<file path="src/rtl/wb_master_pkg.sv">
`default_nettype none
// ============================================================================
//  Module      : wb_master_pkg
//  Description : Shared constants and types for the Wishbone B4 classic-cycle
//                master request engine (cycle-type / burst-type encodings and
//                the engine state enumeration).
//  Revision    : 1.0 - initial release
// ============================================================================
package wb_master_pkg;

    // Wishbone cycle type identifiers
    localparam logic [2:0] CTI_CLASSIC = 3'b000;
    localparam logic [2:0] CTI_CONST   = 3'b001;
    localparam logic [2:0] CTI_INCR    = 3'b010;
    localparam logic [2:0] CTI_END     = 3'b111;

    // Wishbone burst type extensions
    localparam logic [1:0] BTE_LINEAR  = 2'b00;
    localparam logic [1:0] BTE_WRAP4   = 2'b01;
    localparam logic [1:0] BTE_WRAP8   = 2'b10;
    localparam logic [1:0] BTE_WRAP16  = 2'b11;

    // Engine states: waiting for a request, or owning the bus
    typedef enum logic [0:0] {
        IDLE   = 1'b0,
        ACTIVE = 1'b1
    } state_e;

endpackage
`default_nettype wire

</file>
<file path="src/rtl/wb_master_timeout.sv">
`default_nettype none
// ============================================================================
//  Module      : wb_master_timeout
//  Description : Bus-cycle watchdog. Counts clocks while the engine is ACTIVE
//                and flags expiry on the TIMEOUT_CYCLES-th active clock.
//                Counter is cleared whenever the engine is not active.
//  Revision    : 1.0 - initial release
// ============================================================================
module wb_master_timeout #(
    parameter int unsigned TIMEOUT_CYCLES = 256
) (
    input  logic clk,
    input  logic rst,
    input  logic active_i,
    output logic expired_o
);

    // Counter only has to reach TIMEOUT_CYCLES-1, so clog2 bits suffice
    localparam int unsigned         c_CNT_W = (TIMEOUT_CYCLES > 1) ? $clog2(TIMEOUT_CYCLES) : 1;
    localparam logic [c_CNT_W-1:0]  c_LAST  = c_CNT_W'(TIMEOUT_CYCLES - 1);

    logic [c_CNT_W-1:0] cnt_q;
    logic [c_CNT_W-1:0] cnt_d;

    // Expiry fires on the active clock whose edge completes the limit
    assign expired_o = active_i && (cnt_q == c_LAST);

    // Next count: restart on idle or on expiry, otherwise advance
    always_comb begin
        cnt_d = cnt_q + c_CNT_W'(1);
        if (!active_i || expired_o) begin
            cnt_d = '0;
        end
    end

    // Watchdog counter register
    always_ff @(posedge clk or posedge rst) begin
        if (rst) begin
            cnt_q <= '0;
        end else begin
            cnt_q <= cnt_d;
        end
    end

endmodule
`default_nettype wire

</file>
<file path="src/rtl/wb_master_req_core.sv">
`default_nettype none
// ============================================================================
//  Module      : wb_master_req_core
//  Description : Wishbone B4 classic-cycle master engine. Accepts one
//                single-beat request at a time, registers it straight onto
//                the bus, and returns a one-cycle response (error flag and
//                read data) when the slave terminates the cycle.
//                Optional watchdog: define WB_MASTER_TIMEOUT_EN to end a
//                cycle with an error after TIMEOUT_CYCLES silent clocks.
//  Revision    : 1.0 - initial release
// ============================================================================
module wb_master_req_core
    import wb_master_pkg::*;
#(
    parameter int unsigned WB_ADDR_WIDTH  = 32,
    parameter int unsigned WB_DATA_WIDTH  = 32,
    parameter int unsigned TIMEOUT_CYCLES = 256
) (
    input  logic                       clk,
    input  logic                       rst,
    // Local request / response port
    input  logic                       req_valid,
    output logic                       req_ready,
    input  logic [WB_ADDR_WIDTH-1:0]   req_adr,
    input  logic [2:0]                 req_cti,
    input  logic [1:0]                 req_bte,
    input  logic [WB_DATA_WIDTH/8-1:0] req_sel,
    input  logic                       req_we,
    input  logic [WB_DATA_WIDTH-1:0]   req_wdata,
    output logic                       rsp_valid,
    output logic                       rsp_err,
    output logic [WB_DATA_WIDTH-1:0]   rsp_rdata,
    output logic                       reset_done,
    // Wishbone master port
    output logic [WB_ADDR_WIDTH-1:0]   ADR,
    output logic [2:0]                 CTI,
    output logic [1:0]                 BTE,
    output logic [WB_DATA_WIDTH-1:0]   DAT_W,
    output logic [WB_DATA_WIDTH/8-1:0] SEL,
    output logic                       CYC,
    output logic                       STB,
    output logic                       WE,
    input  logic [WB_DATA_WIDTH-1:0]   DAT_R,
    input  logic                       ACK,
    input  logic                       ERR
);

    localparam int unsigned c_SEL_W = WB_DATA_WIDTH / 8;

    // Elaboration-time sanity checks on the configuration
    if ((WB_DATA_WIDTH % 8) != 0) begin : g_bad_data_width
        $error("wb_master_req_core: WB_DATA_WIDTH must be a multiple of 8");
    end
    if (TIMEOUT_CYCLES == 0) begin : g_bad_timeout
        $error("wb_master_req_core: TIMEOUT_CYCLES must be non-zero");
    end

    state_e                     state_q, state_d;
    logic [WB_ADDR_WIDTH-1:0]   adr_q,   adr_d;
    logic [2:0]                 cti_q,   cti_d;
    logic [1:0]                 bte_q,   bte_d;
    logic [WB_DATA_WIDTH-1:0]   datw_q,  datw_d;
    logic [c_SEL_W-1:0]         sel_q,   sel_d;
    logic                       cyc_q,   cyc_d;
    logic                       we_q,    we_d;
    logic                       rsp_valid_q, rsp_valid_d;
    logic                       rsp_err_q,   rsp_err_d;
    logic [WB_DATA_WIDTH-1:0]   rsp_rdata_q, rsp_rdata_d;
    logic                       reset_pend_q;
    logic                       reset_done_q;

    logic                       w_timeout;
    logic                       w_done;

`ifdef WB_MASTER_TIMEOUT_EN
    wb_master_timeout #(
        .TIMEOUT_CYCLES (TIMEOUT_CYCLES)
    ) u_timeout (
        .clk       (clk),
        .rst       (rst),
        .active_i  (state_q == ACTIVE),
        .expired_o (w_timeout)
    );
`else
    assign w_timeout = 1'b0;
`endif

    // The cycle ends on ACK, ERR or watchdog expiry (only meaningful while ACTIVE)
    assign w_done = ACK | ERR | w_timeout;

    // Next-state and bus/response datapath
    always_comb begin
        state_d     = state_q;
        adr_d       = adr_q;
        cti_d       = cti_q;
        bte_d       = bte_q;
        datw_d      = datw_q;
        sel_d       = sel_q;
        cyc_d       = cyc_q;
        we_d        = we_q;
        rsp_valid_d = 1'b0;
        rsp_err_d   = 1'b0;
        rsp_rdata_d = rsp_rdata_q;

        case (state_q)
            IDLE: begin
                if (req_valid) begin
                    adr_d   = req_adr;
                    cti_d   = req_cti;
                    bte_d   = req_bte;
                    sel_d   = req_sel;
                    we_d    = req_we;
                    datw_d  = req_we ? req_wdata : '0;
                    cyc_d   = 1'b1;
                    state_d = ACTIVE;
                end
            end
            ACTIVE: begin
                if (w_done) begin
                    adr_d       = '0;
                    cti_d       = '0;
                    bte_d       = '0;
                    sel_d       = '0;
                    we_d        = 1'b0;
                    datw_d      = '0;
                    cyc_d       = 1'b0;
                    rsp_valid_d = 1'b1;
                    // Anything other than a clean ACK (ERR, ACK+ERR, timeout) is an error
                    rsp_err_d   = ERR | ~ACK;
                    if (!we_q && ACK && !ERR) begin
                        rsp_rdata_d = DAT_R;
                    end
                    state_d     = IDLE;
                end
            end
            default: begin
                state_d = IDLE;
            end
        endcase
    end

    // Engine state, bus and response registers
    always_ff @(posedge clk or posedge rst) begin
        if (rst) begin
            state_q     <= IDLE;
            adr_q       <= '0;
            cti_q       <= '0;
            bte_q       <= '0;
            datw_q      <= '0;
            sel_q       <= '0;
            cyc_q       <= 1'b0;
            we_q        <= 1'b0;
            rsp_valid_q <= 1'b0;
            rsp_err_q   <= 1'b0;
            rsp_rdata_q <= '0;
        end else begin
            state_q     <= state_d;
            adr_q       <= adr_d;
            cti_q       <= cti_d;
            bte_q       <= bte_d;
            datw_q      <= datw_d;
            sel_q       <= sel_d;
            cyc_q       <= cyc_d;
            we_q        <= we_d;
            rsp_valid_q <= rsp_valid_d;
            rsp_err_q   <= rsp_err_d;
            rsp_rdata_q <= rsp_rdata_d;
        end
    end

    // Reset-release pulse: the pending flag is armed by reset and consumed on the first clock
    always_ff @(posedge clk or posedge rst) begin
        if (rst) begin
            reset_pend_q <= 1'b1;
            reset_done_q <= 1'b0;
        end else begin
            reset_pend_q <= 1'b0;
            reset_done_q <= reset_pend_q;
        end
    end

    assign req_ready  = (state_q == IDLE);
    assign rsp_valid  = rsp_valid_q;
    assign rsp_err    = rsp_err_q;
    assign rsp_rdata  = rsp_rdata_q;
    assign reset_done = reset_done_q;

    // STB mirrors CYC for single-beat classic cycles
    assign ADR   = adr_q;
    assign CTI   = cti_q;
    assign BTE   = bte_q;
    assign DAT_W = datw_q;
    assign SEL   = sel_q;
    assign CYC   = cyc_q;
    assign STB   = cyc_q;
    assign WE    = we_q;

endmodule
`default_nettype wire

</file>
<file path="config.mk">
export PLATFORM = sky130hd
export DESIGN_NAME = wb_master_req_core
export DESIGN_NICKNAME = d
export VERILOG_FILES = /design/src/rtl/wb_master_pkg.sv /design/src/rtl/wb_master_timeout.sv /design/src/rtl/wb_master_req_core.sv
export SDC_FILE = /design/constraint.sdc
export NUM_CORES = 1
export LEC_CHECK = 0
export BUFFER_PORTS_ARGS = -buffer_cell sky130_fd_sc_hd__buf_2
export CAP_MARGIN = 20
export CORE_UTILIZATION = 43
export DETAILED_ROUTE_END_ITERATION = 6
export PLACE_DENSITY = 0.76
export SYNTH_ARGS = -nofsm -noshare
export SYNTH_HDL_FRONTEND = slang
export SYNTH_SLANG_ARGS = --single-unit
</file>
<file path="constraint.sdc">
create_clock -name clk -period 3.3 [get_ports clk]
set_input_delay 0.33 -clock clk [delete_from_list [all_inputs] [get_ports clk]]
set_output_delay 0.33 -clock clk [all_outputs]
set_load 0.01 [all_outputs]
</file>
==> results <==
- Ranked by instance count, the synthesized netlist is headed by sky130_fd_sc_hd__dfrtp_1 (111), sky130_fd_sc_hd__inv_1 (44), sky130_fd_sc_hd__nand3b_1 (41), sky130_fd_sc_hd__o31ai_1 (41), sky130_fd_sc_hd__a211o_1 (33).
- Setup repair after global routing left no endpoint under its margin.
- Counting along the longest clock path gives a buffer depth of 2.
- In this design, the critical path's most frequently occurring cell is sky130_fd_sc_hd__buf_4.
- For this run, the slowest stage of the critical path takes 0.49 ns.
- The arrival time at the worst endpoint is between 1.5 and 2 ns.
- TritonCTS built the clock tree.
- The number of diodes is 0.
- The CTS sink count is between 100 and 150.
- The post-synthesis to final-layout area growth is 27.3%.
- The share of synthesized flip-flops with an asynchronous set or reset is 1.00.
- Among all flip-flop cells after synthesis, the most frequent one is sky130_fd_sc_hd__dfrtp_1.
- The net count after synthesis is 533.
- Once detail routing completed, the nets flagged for antenna violations numbered 0.
- The clock reaches the later pin of the worst-skew pair after roughly 0.35 ns.
- The total via count after detailed routing is 4068.
- Clock tree synthesis inserted a total of 9 buffers.
- The worst slack after detailed placement is 0.975 ns.
- After clock tree synthesis, the clock-pin slew on the worst setup and hold paths is 0.07 ns.
- The floorplan step set the die width to around 110 um.
- The total of buffers placed on input and output ports is 222.
- STA classifies the critical path startpoint as a register.
- The number of antenna violations at the first check in global routing is 0.
- The routed design could run at a clock period as short as 2.20 ns.
- At the pin with the least slew margin, the transition time is 1.03 ns.
- The setup TNS is 0 ns.
- At the end of the flow, the number of nets in the layout was between 700 and 800.
- The number of cells produced by synthesis is 422.
- The post-cts hold buffer count is 0.
- The count of warnings emitted by yosys is 0.
- On the final layout, the worst clock skew is 0.00711 ns.
- Summed over all layers, the global routing overflow is 0.
- The count of final max-slew check failures came to 0.
- In the post-route analysis, the smallest setup slack over all paths is 1.10 ns.
- After the first detailed-routing iteration, the DRC count stood at between 200 and 300.
- The capturing element type of the critical path is an output pin.
- Summed over all layers, the routed wires come to 13600 um.
- Counting buffers and inverters, the worst setup path is 4 cells deep.
- The initial core utilization is 0.450.
- The portion of the clock cycle consumed by the worst path in the final layout is 0.667.
- After synthesis, the cell types taking the most area are sky130_fd_sc_hd__dfrtp_1 (53%), sky130_fd_sc_hd__mux2_4 (8.6%), sky130_fd_sc_hd__nand3b_1 (5.9%).
- The pre-antenna-repair detailed-routing pass consisted of 7 iterations.
- The leading area contributor after synthesis is sky130_fd_sc_hd__dfrtp_1.
- Across the run, the number of max-cap violations was 0.
- Summed over all nets, the half-perimeter wirelength after detailed placement is 9030 um.
- Power spread over the standard cell area amounts to just under 700 mW/mm2.
- The height of the die is 112 um.
- The number of cells upsized or downsized after cts is 0.
- The leading cell type by number of instances after synthesis is sky130_fd_sc_hd__dfrtp_1.
- The count of boundary I/O pins is 223.
- The kind of critical path is reg -> out.
- After detailed routing, the average wire length per cell comes to 17.8 um.
- The cell family contributing the most delay on the critical path is buffers and inverters.
- In this run, synthesis inferred 0 flip-flops with an integrated enable.
- The number of global-route vias before repair is 4029.
- The average instance in the mapped netlist occupies between 10 and 15 um2.
- The post-CTS repair timing setup buffer count is 0.
- The buffer and inverter count on the worst path is 4.
- The row count is 39.
- The leakage power total is 3.54 nW.
- The final count of hold timing violations is 0.
- The timing-limited maximum frequency is 454 MHz.
- The critical-path cell with the highest stage delay is sky130_fd_sc_hd__buf_4.
- For this run, design rule violations remaining after detail routing come to 20.
- The flow ran to the end, but the final reports show violations.
- Synthesis instantiated 25 different standard cells from the library.
- Across every metal layer, demand over resource in global routing totals 0.220.
- Entering global routing, the biggest net connects 75 pins.
- The detailed-route vias per instance is 5.31.
- The top cell type's share of synthesized area is 0.531.
- The fraction of final layout cells sized beyond drive strength 1 is 0.453.
- The class of the most critical hold timing path is in -> async.
- For this run, the register share of the synthesized area comes to 0.536.
- The final estimated routing congestion in global placement is 0.825.
- The number of failing setup endpoints in the final timing report is 0.
- The die footprint is between 0.01 and 0.015 mm2.
- The maximum net fanout on the critical path is 58.
- After synthesis the netlist holds a flip-flop and latch count of 112.
- The area of the mapped netlist is 0.00523 mm2.
- The H-tree depth reported by CTS is 3.
- The first global-routing pass estimated between 20000 and 25000 um of wire.
- The worst path required time is between 2 and 3 ns.
- The final reports fail on DRC.
- After floorplanning, the core was sized to cover 0.0116 mm2.
- The path depth of the worst reg2reg path is 3.
- The maximum resistive drop on vdd is 340 uV.
- The clock tree root driver cell is sky130_fd_sc_hd__clkbuf_16.
- The critical path goes through buf_4 -> buf_4 -> inv_1 -> buf_2.
- The relative slew slack is 0.314.
[cell families (layout without fill, tap and decap cells)]
family / count (synthesis) / in the layout / share of synthesized area
multiplexers: 32 / 32 / 0.0904
AND/OR/NAND/NOR: 112 / 112 / 0.177
buffers and inverters: 89 / 290 / 0.0787
flip-flops: 112 / 112 / 0.536
other: 1 / 1 / 0.000717
AO/OA/AOI/OAI: 76 / 76 / 0.117
[metal layers]
metal / part of all wire / up-vias / global-route usage
met5: 0 / - / 0
met4: 0.018 / 0 / 0.0738
met3: 0.093 / 20 / 0.0815
met2: 0.47 / 173 / 0.364
met1: 0.42 / 1972 / 0.265
li1: - / 1903 / -
[placed cells by master (no fill, tap or decap)]
| cell | netlist | routed |
|---|---|---|
| sky130_fd_sc_hd__and2_1 | 1 | 1 |
| sky130_fd_sc_hd__o31ai_1 | 41 | 41 |
| sky130_fd_sc_hd__mux2_1 | 2 | 2 |
| sky130_fd_sc_hd__nor2_1 | 2 | 2 |
| sky130_fd_sc_hd__buf_2 | 14 | 222 |
| sky130_fd_sc_hd__buf_4 | 1 | 6 |
| sky130_fd_sc_hd__and4bb_2 | 3 | 4 |
| sky130_fd_sc_hd__inv_4 | 0 | 1 |
| sky130_fd_sc_hd__nor4bb_1 | 30 | 30 |
| sky130_fd_sc_hd__clkbuf_8 | 0 | 2 |
| sky130_fd_sc_hd__and3b_1 | 1 | 1 |
| sky130_fd_sc_hd__inv_1 | 44 | 43 |
| sky130_fd_sc_hd__clkbuf_1 | 22 | 3 |
| sky130_fd_sc_hd__conb_1 | 1 | 1 |
| sky130_fd_sc_hd__clkinv_2 | 0 | 1 |
| sky130_fd_sc_hd__dfrtp_1 | 111 | 110 |
| sky130_fd_sc_hd__nor2b_4 | 0 | 1 |
| sky130_fd_sc_hd__o21bai_1 | 1 | 1 |
| sky130_fd_sc_hd__mux2_4 | 30 | 30 |
| sky130_fd_sc_hd__buf_16 | 0 | 1 |
| sky130_fd_sc_hd__clkbuf_16 | 0 | 9 |
| sky130_fd_sc_hd__dfstp_2 | 1 | 1 |
| sky130_fd_sc_hd__a211o_1 | 33 | 33 |
| sky130_fd_sc_hd__o21a_2 | 0 | 1 |
| sky130_fd_sc_hd__buf_12 | 3 | 1 |
| sky130_fd_sc_hd__nand3b_1 | 41 | 41 |
| sky130_fd_sc_hd__clkinv_4 | 0 | 1 |
| sky130_fd_sc_hd__nor3b_1 | 32 | 32 |
| sky130_fd_sc_hd__dfrtp_2 | 0 | 1 |
[stage by stage]
stage	power (mW)	utilization	cell area, um2	hold slack, ns	instances
6_report	4.49	0.573	6660	0.0798	766
4_1_cts	4.54	0.573	6660	0.104	766
2_1_floorplan	2.88	-	5230	0.379	422
3_3_place_gp	3.41	0.547	6350	0.380	749
3_5_place_dp	3.47	0.549	6380	0.391	750
5_1_grt	4.74	0.573	6660	0.117	766
[final timing paths]
check / endpoint / from / slack (ns)
max in group asynchronous: rsp_rdata[11]$_DFFE_PP0P_ / rst / 2.42
min in group clk: DAT_W[17]$_DFFE_PP0P_ / req_wdata[17] / 0.18
worst min register to register: reset_done$_DFF_PP0_ / reset_pend_q$_DFF_PP1_ / 0.40
worst min-delay path: rsp_rdata[8]$_DFFE_PP0P_ / rst / 0.08
worst max-delay path: req_ready / state_q$_DFF_PP0_ / 1.10
worst max register to register: BTE[0]$_DFFE_PP0P_ / state_q$_DFF_PP0_ / 1.28
[worst reg2reg max path: stages, from the launching register on]
cell and delay, ns:
sky130_fd_sc_hd__dfrtp_2 0.35, sky130_fd_sc_hd__buf_4 0.41, sky130_fd_sc_hd__o21a_2 0.89, sky130_fd_sc_hd__o31ai_1 0.22
[sequential cells by signal, summed over array words and instances (netlist names), 2 cells and up]
name	count
DAT_W	32
CTI	3
SEL	4
rsp_rdata	32
ADR	32
BTE	2
[power breakdown]
part | internal [mW] | switching [mW] | total [mW]
clock network | 0.556 | 0.484 | 1.04
registers | 1.74 | 0.205 | 1.94
logic | 0.762 | 0.751 | 1.51
[area by class of cell]
cell class / count / area, um2
multi-input cells: 221 / 2020
repair buffers: 230 / 1200
inverters: 44 / 168
flip-flops and latches: 112 / 2810
clock inverters: 2 / 13.8
well taps: 143 / 179
fillers: 1015 / 4960
clock buffers: 14 / 264
Note: power is estimated with default switching activity, not from simulation.
